File: src/rtl/cpu_run_ctrl.sv
// Run-control sequencer: turns monitor run/step/stop commands and a PC breakpoint into
// spaced cpu_start / quit_cmd pulses, with a drain hold-off after every quit.
module cpu_run_ctrl #(
    parameter int unsigned PC_W      = 30,
    parameter int unsigned STEP_W    = 16,
    parameter int unsigned DRAIN_CYC = 6
) (
    input  logic              clk,
    input  logic              rst_n,
    input  logic              cmd_start,
    input  logic              cmd_step,
    input  logic [STEP_W-1:0] step_count,
    input  logic              cmd_quit,
    input  logic              bp_set,
    input  logic              bp_clr,
    input  logic [PC_W-1:0]   bp_addr,
    input  logic              pc_adv,
    input  logic [PC_W-1:0]   pc_cur,
    output logic              cpu_start,
    output logic              quit_cmd,
    output logic              cmd_busy,
    output logic              running,
    output logic              step_done,
    output logic              bp_hit
);

    localparam int unsigned DcW = $clog2(DRAIN_CYC + 1);

    typedef enum logic [2:0] {StIdle, StStart, StRun, StQuit, StDrain} state_e;

    state_e            state_q, state_d;
    logic [STEP_W-1:0] step_cnt_q, step_cnt_d;
    logic              step_mode_q, step_mode_d;
    logic              mask_q, mask_d;
    logic              bp_en_q, bp_en_d;
    logic [PC_W-1:0]   bp_addr_q, bp_addr_d;
    logic              bp_hit_q, bp_hit_d;
    logic              step_done_q, step_done_d;
    logic [DcW-1:0]    drain_cnt_q, drain_cnt_d;

    logic step_stop;
    logic bp_stop;

    assign step_stop = step_mode_q && pc_adv && (step_cnt_q == STEP_W'(1));
    // The mask suppresses the compare on the first advance so a resume from the bp PC runs on.
    assign bp_stop   = bp_en_q && pc_adv && (pc_cur == bp_addr_q) && !mask_q;

    always_comb begin
        state_d     = state_q;
        step_cnt_d  = step_cnt_q;
        step_mode_d = step_mode_q;
        mask_d      = mask_q;
        bp_en_d     = bp_en_q;
        bp_addr_d   = bp_addr_q;
        bp_hit_d    = bp_hit_q;
        step_done_d = 1'b0;
        drain_cnt_d = drain_cnt_q;

        if (bp_set) begin
            bp_addr_d = bp_addr;
            bp_en_d   = 1'b1;
        end
        if (bp_clr) begin
            bp_en_d = 1'b0;
        end

        unique case (state_q)
            StIdle: begin
                if (cmd_step && (step_count != '0)) begin
                    state_d     = StStart;
                    step_cnt_d  = step_count;
                    step_mode_d = 1'b1;
                    bp_hit_d    = 1'b0;
                end else if (cmd_start) begin
                    state_d     = StStart;
                    step_mode_d = 1'b0;
                    bp_hit_d    = 1'b0;
                end
            end
            StStart: begin
                mask_d  = 1'b1;
                state_d = StRun;
            end
            StRun: begin
                if (pc_adv) begin
                    mask_d = 1'b0;
                    if (step_mode_q) begin
                        step_cnt_d = step_cnt_q - STEP_W'(1);
                    end
                end
                if (cmd_quit || step_stop || bp_stop) begin
                    state_d     = StQuit;
                    step_done_d = step_stop;
                    if (bp_stop) begin
                        bp_hit_d = 1'b1;
                    end
                end
            end
            StQuit: begin
                drain_cnt_d = '0;
                state_d     = StDrain;
            end
            StDrain: begin
                if (drain_cnt_q == DcW'(DRAIN_CYC - 1)) begin
                    state_d = StIdle;
                end else begin
                    drain_cnt_d = drain_cnt_q + DcW'(1);
                end
            end
            default: state_d = StIdle;
        endcase
    end

    always_ff @(posedge clk or negedge rst_n) begin
        if (!rst_n) begin
            state_q     <= StIdle;
            step_cnt_q  <= '0;
            step_mode_q <= 1'b0;
            mask_q      <= 1'b0;
            bp_en_q     <= 1'b0;
            bp_addr_q   <= '0;
            bp_hit_q    <= 1'b0;
            step_done_q <= 1'b0;
            drain_cnt_q <= '0;
        end else begin
            state_q     <= state_d;
            step_cnt_q  <= step_cnt_d;
            step_mode_q <= step_mode_d;
            mask_q      <= mask_d;
            bp_en_q     <= bp_en_d;
            bp_addr_q   <= bp_addr_d;
            bp_hit_q    <= bp_hit_d;
            step_done_q <= step_done_d;
            drain_cnt_q <= drain_cnt_d;
        end
    end

    assign cpu_start = (state_q == StStart);
    assign quit_cmd  = (state_q == StQuit);
    assign cmd_busy  = (state_q != StIdle);
    assign running   = (state_q == StRun);
    assign step_done = step_done_q;
    assign bp_hit    = bp_hit_q;

endmodule

File: config.mk
export PLATFORM = sky130hd
export DESIGN_NAME = cpu_run_ctrl
export DESIGN_NICKNAME = d
export VERILOG_FILES = /design/src/rtl/cpu_run_ctrl.sv
export SDC_FILE = /design/constraint.sdc
export NUM_CORES = 1
export LEC_CHECK = 0
export ABC_AREA = 1
export BUFFER_PORTS_ARGS = -buffer_cell sky130_fd_sc_hd__buf_2
export CAP_MARGIN = 20
export CORE_MARGIN = 2
export CORE_UTILIZATION = 41
export DETAILED_ROUTE_END_ITERATION = 16
export REMOVE_ABC_BUFFERS = 1
export SLEW_MARGIN = 10
export SYNTH_ARGS = -nofsm -noshare
export SYNTH_HDL_FRONTEND = slang
export SYNTH_SLANG_ARGS = --single-unit
export TNS_END_PERCENT = 30
File: constraint.sdc
create_clock -name clk -period 1.87 [get_ports clk]
set_clock_uncertainty 0.15 [all_clocks]
set_input_delay 0.561 -clock clk [delete_from_list [all_inputs] [get_ports clk]]
set_output_delay 0.561 -clock clk [all_outputs]
set_load 0.02 [all_outputs]
* Word-level counts from Yosys, hierarchy flattened *
Cells that the tools add are included.

word-level totals
  bits in registers = 57
  bits of input ports = 84
  output and inout port bits = 6
  word-level logic and storage cells = 72

operators by class
  add/sub/neg operators = 2
  equal/unequal tests = 15
  muxes and demuxes = 23
  reduce and logical (&&, ||, !) cells = 23

operators by type and width
  cell                                                    count
  two-way mux 16 bit                                      3
  case mux 16 bit (2 select lines)                        1
  equality test 30 bit                                    1
  equality test 16 x 1 -> 1 bit (second input constant)   1
  nonzero test 16 bit                                     1
  subtractor 16 x 1 -> 16 bit (second input constant)     1
  two-way mux 3 bit                                       5
  case mux 3 bit (5 select lines)                         1
  two-way mux 1 bit                                       10
  nonzero test 2 bit                                      5
  inequality test 2 bit (second input constant)           4
  AND reduction 4 bit                                     2
  equality test 3 x 2 -> 1 bit (second input constant)    2
  equality test 3 bit (second input constant)             2
  logical AND 1 bit                                       6
  inequality test 2 x 1 -> 1 bit (second input constant)  3
  case mux 3 bit (2 select lines)                         1
  AND reduction 2 bit                                     3
  case mux 1 bit (2 select lines)                         2
  adder 3 x 1 -> 3 bit (second input constant)            1
  equality test 3 x 1 -> 1 bit (second input constant)    1
  zero test 3 bit                                         1
  inequality test 3 bit (second input constant)           1
  AND reduction 3 bit                                     1
  other kinds (3)                                         4

* Longest topological paths before layout *
Gate-level depths: netlist of run 1.

  depth after elaboration = 6
  gate-level depth with buffers = 11
  depth with buffers taken out = 11

* Worst setup path before layout of run 1 *
No wires, ideal clock.

  path type = register to output
  from = register state_q[2]
  to = output port running
  arrival = 1084 ps
  required time = 1159 ps
  slack = 75 ps
  stages on the path, launching flop included = 5
  path buffers = 1
  path through = dfrtp_1 nor2_4 inv_2 nor2_8 clkbuf_1

between the ends
  longest elaborated chain between the ends = 1

ends and longest elaborated chain
  item                          RTL line  source
  start, declared               31        state_e state_q, state_d;
  start signal, assigned        116       state_q <= StIdle;
  start signal, assigned        126       state_q <= state_d;
  equality test 3 x 2 -> 1 bit  141       assign running = (state_q == StRun);
  end, declared                 22        output logic running,

Every way passes these cells.

* Worst setup path after layout of run 1 *
  from = register state_q[2]
  to = output port cmd_busy

between the ends
  longest elaborated chain between the ends = 1

ends and longest elaborated chain
  item                RTL line  source
  nonzero test 3 bit  140       assign cmd_busy = (state_q != StIdle);
  end, declared       21        output logic cmd_busy,

Every way passes these cells.

==> results.toml, run 1 <==
[sta]
rsz0062_at_grt = "yes"
period_minus_slack_ns = 1.96
period_share = 1.05
worst_pin_slew_ns = 0.458
fin_ws_ns = -0.0901
fin_setup_tns_ns = -0.258
relSlewSlack = 0.695
timing_hold_violations_final = 0
hold_ws_ns = 0.0185
setup_violations = 4
maxSlewViolCount = 0
timing.fmax_mhz = 510

[logic_synthesis]
ys_ff_latch = 57
syn_inst = 416
yosysWarnings = 0
ys_seq_area_frac = 0.431
synth_cell_types = 32
syn_area_sq_um = 3310
avgSynthCellArea_sq_um = 7.95

[cells_and_area]
utilization = 0.561
syn2layout_area_growth_pct = 31.8
mostFrequentLayoutCells = "114 x nand2_1, 85 x buf_2, 56 x dfrtp_1, 43 x inv_1, 39 x nor2_1"
drive_above_1_share = 0.337
layout.nets = 623
diodes = 0
layout_commonest_cell = "nand2_1"
fillCellCount = 772

[floorplanning]
ios = 90
dieHeight_um = 93.8
die_area_sq_um = 8800
coreArea_sq_um = 7770
fp.dieW_um = 93.8
start_util = 0.426
rows = 32

[clock_tree]
htreeDepth = 3
worstSkewPairLatency_ns = 0.34
clk_pin_slew_worst_paths_ns = 0.07
cts_max_path_buffers = 2
clkSinkCount = 57
tritoncts = "yes"
cts-root-buf = "clkbuf_8"
hold_buffers = 0
cts_buffers = 9

[power_and_ir_drop]
seq_power_share = 0.343
p_clk_frac = 0.223
p_leak_nw = 2.18
switchingPower_w = 0.00216
p_sw_frac = 0.403
irDropWorstVdd_mv = 0.848
p_total_w = 0.00535
comb_power_share = 0.434
power.density_nw_per_um2 = 1230
intPower_w = 0.00319

[critical_path]
worst_setup_path_start_kind = "register"
cp_top_family = "flip-flops"
slowest_stage = "dfrtp_2"
arrival_ns = 1.25
startpoint = "state_q[2]"
slowest_delay_ns = 0.45
timing.rr.start = "step_cnt_q[3]"
end_kind = "primary output"
cp_cell_sequence = "nor2_4, buf_4, nand2_4, buf_6"
cp.buffers_inverters = 2
required_ns = 1.16
path_class = "register to primary output"
worstPathMaxFanout = 4

[route]
dr.pass1.iters = 5
vias = 3045
ant_nets = 0
drc = 0
drt_iter0_markers = 107
via_per_inst = 4.74
drt-total-wl_mm = 7.93
wl_per_cell_um = 12.3

[status]
outcome = "finished, violations left"
violations = "setup timing"

[global_route]
antenna_found_initial = 0
globalRouteOverflowTotal = 0
grt_usage = 0.195
grt_pass1_wl_mm = 13.3
grt_pass1_vias = 3038
grt_max_degree = 40

[flow_run]
maxCapViolations = 0

[place]
portBuffers = 89
routabilityCongestion = 0.833
place_hpwl_mm = 6.03

[hold_path]
hp-class = "input port to asynchronous set/reset pin"
[registers in the layout (all words and copies together) (netlist names)]
signal and count:
bp_addr_q 30, step_cnt_q 16, drain_cnt_q 3, state_q 3, bp_en_q 1, bp_hit 1
mask_q 1, step_done 1, step_mode_q 1
[metrics by stage]
| step | area, sq um | setup WS [ns] | std cells |
|---|---|---|---|
| after CTS | 4300 | -0.0967 | 641 |
| after global placement | 4050 | -0.188 | 622 |
| after floorplan | 3260 | 0.0306 | 407 |
| after global routing | 4360 | -0.135 | 642 |
| after detailed placement | 4050 | -0.188 | 622 |
| final | 4360 | -0.0901 | 642 |
[synthesized netlist by cell type, drive strengths merged]
master,n,area [sq um]
nand2,118,450
dfrtp,57,1430
inv,49,184
nor2,49,223
o21ai,35,175
nand3,24,125
mux2,22,248
xnor2,22,193
nor3,7,51.3
clkbuf,5,18.8
a21oi,4,20.0
buf,4,32.5
ha,4,50.1
nand4,4,25.0
a31oi,2,12.5
o21bai,2,15.0
or2,2,12.5
xor2,2,17.5
a21boi,1,7.51
o21a,1,7.51
o22ai,1,6.26
o31ai,1,7.51
[path summary, 6_finish.rpt]
kind | depth (start not counted) | slack (ns) | endpoint
max in group asynchronous | 2 | 1.05 | bp_addr_q[12]
min in group clk | 2 | 0.22 | bp_en_q
hold reg to reg | 2 | 0.35 | bp_en_q
hold / removal | 1 | 0.02 | bp_addr_q[17]
setup reg to reg | 9 | 0.08 | step_cnt_q[11]
setup / recovery | 4 | -0.09 | cmd_busy
[final cells by class]
cell class,instances,area [sq um],area share
Multi-Input combinational cell,301,1690,0.388
Sequential cell,57,1430,0.327
Timing Repair Buffer,117,718,0.165
Inverter,49,186,0.0428
Clock buffer,12,155,0.0356
Tap cell,102,128,0.0293
Clock inverter,4,51.3,0.0118
[layer usage]
layer,track usage,vias to the layer above,part of all wire
li1,-,1560,-
met1,0.239,1417,0.45
met2,0.323,52,0.49
met3,0.0522,16,0.045
met4,0.0809,0,0.020
met5,0,-,0
[worst reg2reg max path, cell delays in order (launching register included)]
cell	delay (ns)
dfrtp_1	0.42
nor2_2	0.23
nand3_2	0.19
nor2_2	0.24
nand2_1	0.12
o21bai_1	0.14
nand3_1	0.10
nand2_1	0.06
nand2_1	0.05
nand2_1	0.05
[power by group through the flow]
stage	combinational (W)	sequential (W)	clock, W
finish	0.00232	0.00184	0.00119
global route	0.00262	0.00188	0.00128
global placement	0.00202	0.00183	0
CTS	0.00219	0.00183	0.00122
detailed placement	0.00207	0.00185	0
floorplan	0.00141	0.00178	0
[kinds of logic after synthesis]
family / Yosys count / synth area share
AOI/OAI and AO/OA: 47 / 0.0760
buffers and inverters: 58 / 0.0711
DFF: 57 / 0.431
and+or+nand+nor: 204 / 0.268
muxes: 22 / 0.0749
adders and majority gates: 4 / 0.0151
xor gates and xnor gates: 24 / 0.0635
[timing repair]
item                       in CTS  in global routing
pin swaps                       2                  2
setup endpoints to repair       4                 20
setup buffers                   3                  1
resized for setup               9                 13
No activity file was read; power rests on OpenSTA's default activity.
==> run 2, diff against run 1 <==
- RECOVER_POWER: unset -> 25
==> run 2 against run 1 <==
The flow still finishes with violations (setup timing). Register-to-register slack is essentially flat. Critical endpoint unchanged. First-iteration DRC count unchanged. Highest routed layer unchanged. Clock-buffer cell count unchanged. Total power about the same. Critical path depth did not move. Critical path type unchanged. Fmax is the same. Flip-flop and latch count unchanged. Sequential power about the same.
==> results.toml, run 2 (synthesis gave the netlist of run 1 again) <==
[sta]
relSlewSlack = 0.324
period_minus_slack_ns = 1.96
period_share = 1.05
worst_pin_slew_ns = 1.01
setup_violations = 4
rsz0062_at_grt = "yes"
maxSlewViolCount = 0
fin_setup_tns_ns = -0.258
timing.fmax_mhz = 510
timing_hold_violations_final = 0
fin_ws_ns = -0.0901

[clock_tree]
tritoncts = "yes"
worstSkewPairLatency_ns = 0.34
clk_pin_slew_worst_paths_ns = 0.07
clkSinkCount = 57
htreeDepth = 3
hold_buffers = 0
cts-root-buf = "clkbuf_8"
cts_buffers = 9
cts_max_path_buffers = 2

[power_and_ir_drop]
p_leak_nw = 2.17
irDropWorstVdd_mv = 0.848
power.density_nw_per_um2 = 1230

[cells_and_area]
layout.nets = 623
fin_cells = 642
syn2layout_area_growth_pct = 31.3
layout_commonest_cell = "nand2_1"
diodes = 0
top_register = "bp_addr_q"
fillCellCount = 775
design_area_sq_um = 4340
largestRegisters = "bp_addr_q x30, step_cnt_q x16"
drive_above_1_share = 0.335
largest_reg_flops = 30
mostFrequentLayoutCells = "114 x nand2_1, 84 x buf_2, 56 x dfrtp_1, 43 x inv_1, 39 x nor2_1"

[critical_path]
required_ns = 1.16
worstPathMaxFanout = 4
reg2regPathDepth = 9
end_kind = "primary output"
reg2reg_slack_ns = 0.08
cp.depth = 4
slowest_stage = "dfrtp_2"
cp.buffers_inverters = 2
cp_cell_sequence = "nor2_4, buf_4, nand2_4, buf_6"
arrival_ns = 1.25
worst_r2r_endpoint = "step_cnt_q[11]"
timing.rr.start = "step_cnt_q[3]"
cp_top_family = "flip-flops"
path_class = "register to primary output"
worst_setup_path_start_kind = "register"
startpoint = "state_q[2]"
slowest_delay_ns = 0.45
crit_end = "cmd_busy"

[route]
drt_iter0_markers = 107
via_per_inst = 4.74
drt-total-wl_mm = 7.93
wl_per_cell_um = 12.4
vias = 3046
dr.pass1.iters = 5
drc = 0
ant_nets = 0

[global_route]
antenna_found_initial = 0
grt-busiest-layer = "met2"
grt_pass1_wl_mm = 13.3
grt_util_met2 = 0.323
grt_pass1_vias = 3038
met3_usage = 0.0522
grt_usage = 0.195
globalRouteOverflowTotal = 0
grt_max_degree = 40
met1_usage = 0.239

[status]
outcome = "finished, violations left"
violations = "setup timing"

[place]
placed_cells = 622
portBuffers = 89
routabilityCongestion = 0.833
dpl_cell_area_sq_um = 4050
place_hpwl_mm = 6.03

[floorplanning]
fp.dieW_um = 93.8
coreArea_sq_um = 7770
start_util = 0.426
die_area_sq_um = 8800
rows = 32
dieHeight_um = 93.8
ios = 90

[hold_path]
hp-class = "input port to asynchronous set/reset pin"

[flow_run]
maxCapViolations = 0
-- run 2: through the flow --
stage          power (W)  hold WS, ns   util  setup slack (ns)
3_3_place_gp     0.00385        0.334  0.521            -0.188
5_1_grt          0.00578        0.204  0.559            -0.135
6_report         0.00534        0.222  0.559           -0.0901
4_1_cts          0.00524       0.0150  0.554           -0.0967
2_1_floorplan    0.00319        0.115      -            0.0306
3_5_place_dp     0.00392        0.342  0.521            -0.188
-- run 2: cell type report --
cell class,count,area [sq um],area share
clock buffers,12,155,0.0357
clock inverters,4,51.3,0.0118
well taps,102,128,0.0294
inverters,49,186,0.0429
flip-flops and latches,57,1430,0.329
repair buffers,117,702,0.162
multi-input cells,301,1690,0.390
-- run 2: worst register-to-register path, cell delays in order (launching register included) --
cell      delay, ns
dfrtp_1        0.42
nor2_2         0.23
nand3_2        0.19
nor2_2         0.24
nand2_1        0.12
o21bai_1       0.14
nand3_1        0.10
nand2_1        0.06
nand2_1        0.05
nand2_1        0.05
-- run 2: power by group --
| group | internal (W) | switching, W |
|---|---|---|
| Clock | 0.000688 | 0.000505 |
| Sequential | 0.00155 | 0.000292 |
| Combinational | 0.000957 | 0.00136 |
| Total | 0.00319 | 0.00215 |
-- run 2: worst min-delay path by stage --
stage / from / to / cells past startpoint
after global routing: bp_clr / bp_en_q / 2
after floorplan: rst_n / bp_addr_q[0] / 0
after global placement: bp_en_q / bp_en_q / 2
final: rst_n / bp_addr_q[17] / 1
after CTS: rst_n / bp_addr_q[17] / 1
after detailed placement: bp_en_q / bp_en_q / 2
-- run 2: repair_timing --
item / 4_1_cts / 5_1_grt
pin swaps: 2 / 2
setup buffers: 3 / 1
gates resized for setup: 9 / 13
endpoints found under the setup margin: 4 / 20
-- run 2: layer usage --
| layer | share of wire | wire [um] |
|---|---|---|
| met1 | 0.45 | 3570 |
| met2 | 0.49 | 3850 |
| met3 | 0.045 | 356 |
| met4 | 0.020 | 155 |
| met5 | 0 | 0 |
